$ cat src/rtl/wb_bus_monitor.sv
`default_nettype none
// ============================================================================
// Module   : wb_bus_monitor
// Brief    : Passive Wishbone (classic / B4 pipelined) handshake checker with
//            sticky flags, first-violation capture and saturating statistics.
// Revision : 1.0 - initial release
// ============================================================================
module wb_bus_monitor #(
    parameter int ADDR_WIDTH      = 16,
    parameter int DATA_WIDTH      = 32,
    parameter int GRANULE         = 8,
    parameter int PIPELINED       = 1,
    parameter int MAX_OUTSTANDING = 4,
    parameter int TIMEOUT_CYCLES  = 16,
    parameter int CNT_WIDTH       = 16,
    localparam int SEL_WIDTH      = DATA_WIDTH / GRANULE,
    localparam int OUT_W          = $clog2(MAX_OUTSTANDING + 1)
) (
    input  logic                  clk_i,
    input  logic                  rst_i,
    input  logic                  cyc_i,
    input  logic                  stb_i,
    input  logic                  we_i,
    input  logic [ADDR_WIDTH-1:0] adr_i,
    input  logic [DATA_WIDTH-1:0] dat_i,
    input  logic [SEL_WIDTH-1:0]  sel_i,
    input  logic                  ack_o,
    input  logic                  err_o,
    input  logic                  stall_o,
    input  logic [6:0]            en_mask_i,
    input  logic                  clr_i,
    output logic [6:0]            viol_o,
    output logic [6:0]            sticky_o,
    output logic                  first_vld_o,
    output logic [2:0]            first_idx_o,
    output logic                  irq_o,
    output logic [OUT_W-1:0]      outstanding_o,
    output logic [CNT_WIDTH-1:0]  txn_cnt_o,
    output logic [CNT_WIDTH-1:0]  err_cnt_o,
    output logic [CNT_WIDTH-1:0]  viol_cnt_o
);

    localparam int               C_MAX_EFF = (PIPELINED != 0) ? MAX_OUTSTANDING : 1;
    localparam int               C_TO_W    = $clog2(TIMEOUT_CYCLES + 1);
    localparam logic [OUT_W-1:0]  C_MAX     = OUT_W'(C_MAX_EFF);
    localparam logic [C_TO_W-1:0] C_TO_LAST = C_TO_W'(TIMEOUT_CYCLES - 1);
    localparam logic [C_TO_W-1:0] C_TO_FULL = C_TO_W'(TIMEOUT_CYCLES);

    logic [OUT_W-1:0]      r_outs;
    logic [C_TO_W-1:0]     r_to_cnt;
    logic                  r_to_fired;
    logic                  r_cyc_d;
    logic                  r_hold_pend;
    logic [ADDR_WIDTH-1:0] r_snap_adr;
    logic                  r_snap_we;
    logic [DATA_WIDTH-1:0] r_snap_dat;
    logic [SEL_WIDTH-1:0]  r_snap_sel;
    logic [6:0]            r_viol;
    logic [6:0]            r_sticky;
    logic                  r_first_vld;
    logic [2:0]            r_first_idx;
    logic                  r_irq;
    logic [CNT_WIDTH-1:0]  r_txn;
    logic [CNT_WIDTH-1:0]  r_err;
    logic [CNT_WIDTH-1:0]  r_vcnt;

    logic                  w_resp;
    logic                  w_accept;
    logic [OUT_W:0]        w_sum;
    logic [OUT_W:0]        w_diff;
    logic [OUT_W-1:0]      w_outs_next;
    logic                  w_hold_arm;
    logic                  w_hold_bad;
    logic [6:0]            w_viol;
    logic [2:0]            w_first;

    function automatic logic [CNT_WIDTH-1:0] sat_inc(input logic [CNT_WIDTH-1:0] base,
                                                     input logic                 inc);
        if (inc && (base != {CNT_WIDTH{1'b1}}))
            return base + CNT_WIDTH'(1);
        return base;
    endfunction

    always_comb begin
        w_resp = ack_o | err_o;
        if (PIPELINED != 0)
            w_accept = cyc_i & stb_i & ~stall_o;
        else
            w_accept = cyc_i & stb_i & (r_outs == '0);

        w_sum  = {1'b0, r_outs} + {{OUT_W{1'b0}}, w_accept};
        w_diff = w_sum - {{OUT_W{1'b0}}, w_resp};

        // Count never wraps: a response with nothing pending leaves it at 0.
        w_outs_next = r_outs;
        if (!cyc_i)
            w_outs_next = '0;
        else if (w_resp && (w_sum == '0))
            w_outs_next = '0;
        else if (w_diff > {1'b0, C_MAX})
            w_outs_next = C_MAX;
        else
            w_outs_next = w_diff[OUT_W-1:0];

        if (PIPELINED != 0)
            w_hold_arm = cyc_i & stb_i & stall_o;
        else
            w_hold_arm = cyc_i & stb_i & ~w_resp;

        w_hold_bad = r_hold_pend & (~stb_i | (adr_i != r_snap_adr) | (we_i != r_snap_we) |
                                    (dat_i != r_snap_dat) | (sel_i != r_snap_sel));

        w_viol    = '0;
        w_viol[0] = ack_o & err_o;
        w_viol[1] = w_resp & ~cyc_i;
        w_viol[2] = w_resp & cyc_i & (w_sum == '0);
        w_viol[3] = (r_outs != '0) & ~w_resp & (r_to_cnt == C_TO_LAST) & ~r_to_fired;
        w_viol[4] = w_hold_bad;
        w_viol[5] = w_accept & (r_outs == C_MAX);
        w_viol[6] = r_cyc_d & ~cyc_i & (r_outs != '0) & ~w_resp;

        w_first = '0;
        for (int i = 6; i >= 0; i--) begin
            if (w_viol[i])
                w_first = 3'(i);
        end
    end

    always_ff @(posedge clk_i) begin
        if (rst_i) begin
            r_outs      <= '0;
            r_to_cnt    <= '0;
            r_to_fired  <= 1'b0;
            r_cyc_d     <= 1'b0;
            r_hold_pend <= 1'b0;
            r_snap_adr  <= '0;
            r_snap_we   <= 1'b0;
            r_snap_dat  <= '0;
            r_snap_sel  <= '0;
            r_viol      <= '0;
            r_sticky    <= '0;
            r_first_vld <= 1'b0;
            r_first_idx <= '0;
            r_irq       <= 1'b0;
            r_txn       <= '0;
            r_err       <= '0;
            r_vcnt      <= '0;
        end else begin
            r_outs      <= w_outs_next;
            r_cyc_d     <= cyc_i;
            r_hold_pend <= w_hold_arm;
            r_snap_adr  <= adr_i;
            r_snap_we   <= we_i;
            r_snap_dat  <= dat_i;
            r_snap_sel  <= sel_i;

            if ((r_outs == '0) || w_resp)
                r_to_cnt <= '0;
            else if (r_to_cnt != C_TO_FULL)
                r_to_cnt <= r_to_cnt + C_TO_W'(1);
            // A clear re-arms the timeout, but a timeout in the same cycle still latches.
            r_to_fired <= (r_to_fired & ~clr_i) | w_viol[3];

            r_viol   <= w_viol;
            r_sticky <= (clr_i ? 7'd0 : r_sticky) | w_viol;
            r_irq    <= |(r_sticky & en_mask_i);

            if ((|w_viol) && (clr_i || !r_first_vld)) begin
                r_first_vld <= 1'b1;
                r_first_idx <= w_first;
            end else if (clr_i) begin
                r_first_vld <= 1'b0;
                r_first_idx <= '0;
            end

            r_txn  <= sat_inc(clr_i ? '0 : r_txn, ack_o & cyc_i);
            r_err  <= sat_inc(clr_i ? '0 : r_err, err_o & cyc_i);
            r_vcnt <= sat_inc(clr_i ? '0 : r_vcnt, |w_viol);
        end
    end

    assign viol_o        = r_viol;
    assign sticky_o      = r_sticky;
    assign first_vld_o   = r_first_vld;
    assign first_idx_o   = r_first_idx;
    assign irq_o         = r_irq;
    assign outstanding_o = r_outs;
    assign txn_cnt_o     = r_txn;
    assign err_cnt_o     = r_err;
    assign viol_cnt_o    = r_vcnt;

endmodule
`default_nettype wire

$ cat config.mk
export PLATFORM = sky130hd
export DESIGN_NAME = wb_bus_monitor
export DESIGN_NICKNAME = d
export VERILOG_FILES = /design/src/rtl/wb_bus_monitor.sv
export SDC_FILE = /design/constraint.sdc
export NUM_CORES = 1
export LEC_CHECK = 0
export CORE_MARGIN = 3
export CORE_UTILIZATION = 50
export DETAILED_ROUTE_END_ITERATION = 10
export PLACE_DENSITY = 0.86
export SLEW_MARGIN = 20
export SYNTH_ARGS = -nofsm -noshare
export SYNTH_HDL_FRONTEND = slang
export SYNTH_SLANG_ARGS = --single-unit
$ cat constraint.sdc
create_clock -name clk_i -period 3.2 [get_ports clk_i]
set_clock_uncertainty 0.1 [all_clocks]
set_input_delay 0.48 -clock clk_i [delete_from_list [all_inputs] [get_ports clk_i]]
set_output_delay 0.48 -clock clk_i [all_outputs]
set_load 0.005 [all_outputs]
==> flow_summary.toml <==
[run_status]
outcome = "finished clean"

[global_routing]
grt_pass1_vias = 5269
grt-ovfl-total = 0
grt_pass1_wl_um = 25500
grt_start_max_net_pins = 44
antenna_found_initial = 0
grt.total_usage_pct = 25.2

[timing]
setup_slack_ns = 0.266
slew_violations = 0
grt_setup_unrepaired = "no"
fin_crit_ns = 2.93
fmax_mhz = 341
period_share_pct = 91.7
finalHoldViolCount = 0
setup_viol_count_final = 0
max_slew_margin_pct = 42.9
worst_slew_pin_slew_ns = 0.856

[final_layout]
n_antenna_cell = 0
synthToLayoutAreaGrowth_pct = 41.2
mostFrequentLayoutCells = "136 x clkdlybuf4s50_1, 131 x dfxtp_1, 65 x nor2b_1"
layout.cells.non_filler = 926
drive_gt1_share_pct = 9.80
nets = 851
final_common_cell = "clkdlybuf4s50_1"

[yosys]
ys_seq_area_share_pct = 46.2
netlist_area_um2 = 5670
synth-edff-count = 0
avgSynthCellArea_um2 = 9.36
yosys_warnings = 0
synth-seq-cells = 131
synth_cell_types = 55
synth_flop_cell = "dfxtp_1"
syn_nets = 684
synthArstFlopShare_pct = 0
synth_cells = 606

[power]
power_w = 0.00410
p_per_area_nw_per_um2 = 512
p_leak_nw = 3.14
peakVddDrop_v = 0.000420

[floorplanning]
num_rows = 38
io_pins = 138
die_w_um = 112
core-area_um2 = 11000
fp.dieH_um = 112
die_area_um2 = 12700
start_util_pct = 51.6

[place]
portBuffers = 137
place_ws_ns = -0.149
dp.cells = 894
place_congestion = 0.916
hpwlAfterDp_um = 11000

[worst_setup_path]
cp.required_ns = 3.45
crit_path_end_kind = "flip-flop"
path_max_fanout = 14
arrival_ns = 3.19
startpoint_type = "primary input"
critPathKind = "in -> reg"

[routing]
routed_wirelength_um = 15600
first_pass_iters = 5
vias = 5048
drtAntennaViolNets = 0
viasPerCell = 5.45
wl_per_cell_um = 16.9
drt_iter0_markers = 270
drc = 0

[clocking]
cts.sinks = 131
htree_levels = 4
root_buffer = "clkbuf_16"
cts_setup_buffers = 0
clk_latency_ns = 0.42
clockBufferDepth = 2
cts_buffers = 17
cts_tree = "yes"
post_cts_resized = 0
ctsHoldBuffers = 0
clk_pin_slew_ns = 0.06

[worst_hold_path]
hold_path_class = "reg -> reg"

[flow_run]
drv_cap = 0
logic make-up after synthesis:
group                    Yosys count  share of synthesized area (%)
XOR/XNOR                          85                           13.1
adder cells (fa/ha/maj)           10                           2.21
flip-flops                       131                           46.2
AND/OR/NAND/NOR                  265                           26.0
buffers and inverters             38                           2.67
AO/OA/AOI/OAI                     70                           8.47
multiplexers                       7                           1.28
flip-flops by register name (all words and copies together), names as in the netlist:
signal,flops
err_cnt_o,16
first_idx_o,3
first_vld_o,1
irq_o,1
outstanding_o,3
r_cyc_d,1
r_hold_pend,1
r_snap_adr,16
r_snap_dat,32
r_snap_sel,4
r_snap_we,1
r_to_cnt,5
r_to_fired,1
sticky_o,7
txn_cnt_o,16
viol_cnt_o,16
viol_o,7
layout make-up:
type / count / area, um2
fill: 744 / 2970
timing repair buffer: 172 / 1640
inverter: 14 / 52.6
clock inverter: 12 / 154
tap: 140 / 175
sequential: 131 / 2620
multi-input combinational: 437 / 2900
clock buffer: 20 / 467
where the power goes:
part | leakage [nW] | switching (W) | internal, W
Combinational | 1.77 | 0.000168 | 0.000204
Sequential | 1.07 | 0.0000278 | 0.00168
Clock | 0.298 | 0.000728 | 0.00129
layer usage:
metal / share of wire (%) / wire length [um] / global-route usage (%) / vias up
met5: 0 / 0 / 0 / -
met4: 2.3 / 355 / 9.94 / 0
met3: 6.5 / 1010 / 8.68 / 31
met2: 51 / 7950 / 43.5 / 184
met1: 40 / 6300 / 28.7 / 2410
li1: - / - / - / 2423
metrics by stage:
stage | cell area [um2] | util (%) | setup TNS (ns) | hold WS, ns
3_3_place_gp | 7390 | 67.3 | -0.0652 | 0.328
4_1_cts | 8010 | 72.9 | 0 | 0.364
2_1_floorplan | 5670 | - | 0 | 0.318
6_report | 8010 | 72.9 | 0 | 0.360
5_1_grt | 8010 | 72.9 | 0 | 0.385
3_5_place_dp | 7390 | 67.3 | -0.803 | 0.339
final timing paths:
| path | cells after the start | slack, ns | start | endpoint |
|---|---|---|---|---|
| max | 13 | 0.27 | stall_o | viol_cnt_o[13] |
| min | 1 | 0.36 | r_to_fired | r_to_fired |
| max reg2reg | 12 | 0.47 | r_to_cnt[1] | viol_cnt_o[13] |
| min reg2reg | 1 | 0.36 | r_to_fired | r_to_fired |
synthesized netlist by cell type (3+ instances only):
cell type,count,area [um2]
a21o_1,9,67.6
a21oi_1,23,115
and2_1,3,18.8
and3_1,7,43.8
and4_1,3,26.3
buf_2,4,20.0
clkbuf_1,19,71.3
dfxtp_1,131,2620
ha_1,10,125
inv_1,13,48.8
mux2i_1,5,50.1
nand2_1,32,120
nand2b_1,9,56.3
nand3_1,16,80.1
nand4_1,17,106
nand4b_1,3,26.3
nor2_1,54,203
nor2b_1,65,407
nor3_1,14,70.1
nor4_1,13,81.3
o211ai_1,3,22.5
o21a_1,3,22.5
o21ai_0,4,20.0
o31ai_1,8,60.1
or3_1,11,68.8
or4_1,7,52.6
xnor2_1,22,193
xor2_1,63,552
worst max-delay path, cell delays in order:
cell	delay (ns)
clkdlybuf4s50_1	0.46
and3b_1	0.22
ha_1	0.22
buf_4	0.14
a21bo_2	0.22
mux2i_1	0.22
a211oi_1	0.13
nand2_1	0.09
nor2_1	0.04
buf_4	0.16
buf_12	0.14
or4_1	0.52
a21oi_1	0.15
Note: power is estimated with default switching activity, not from simulation.
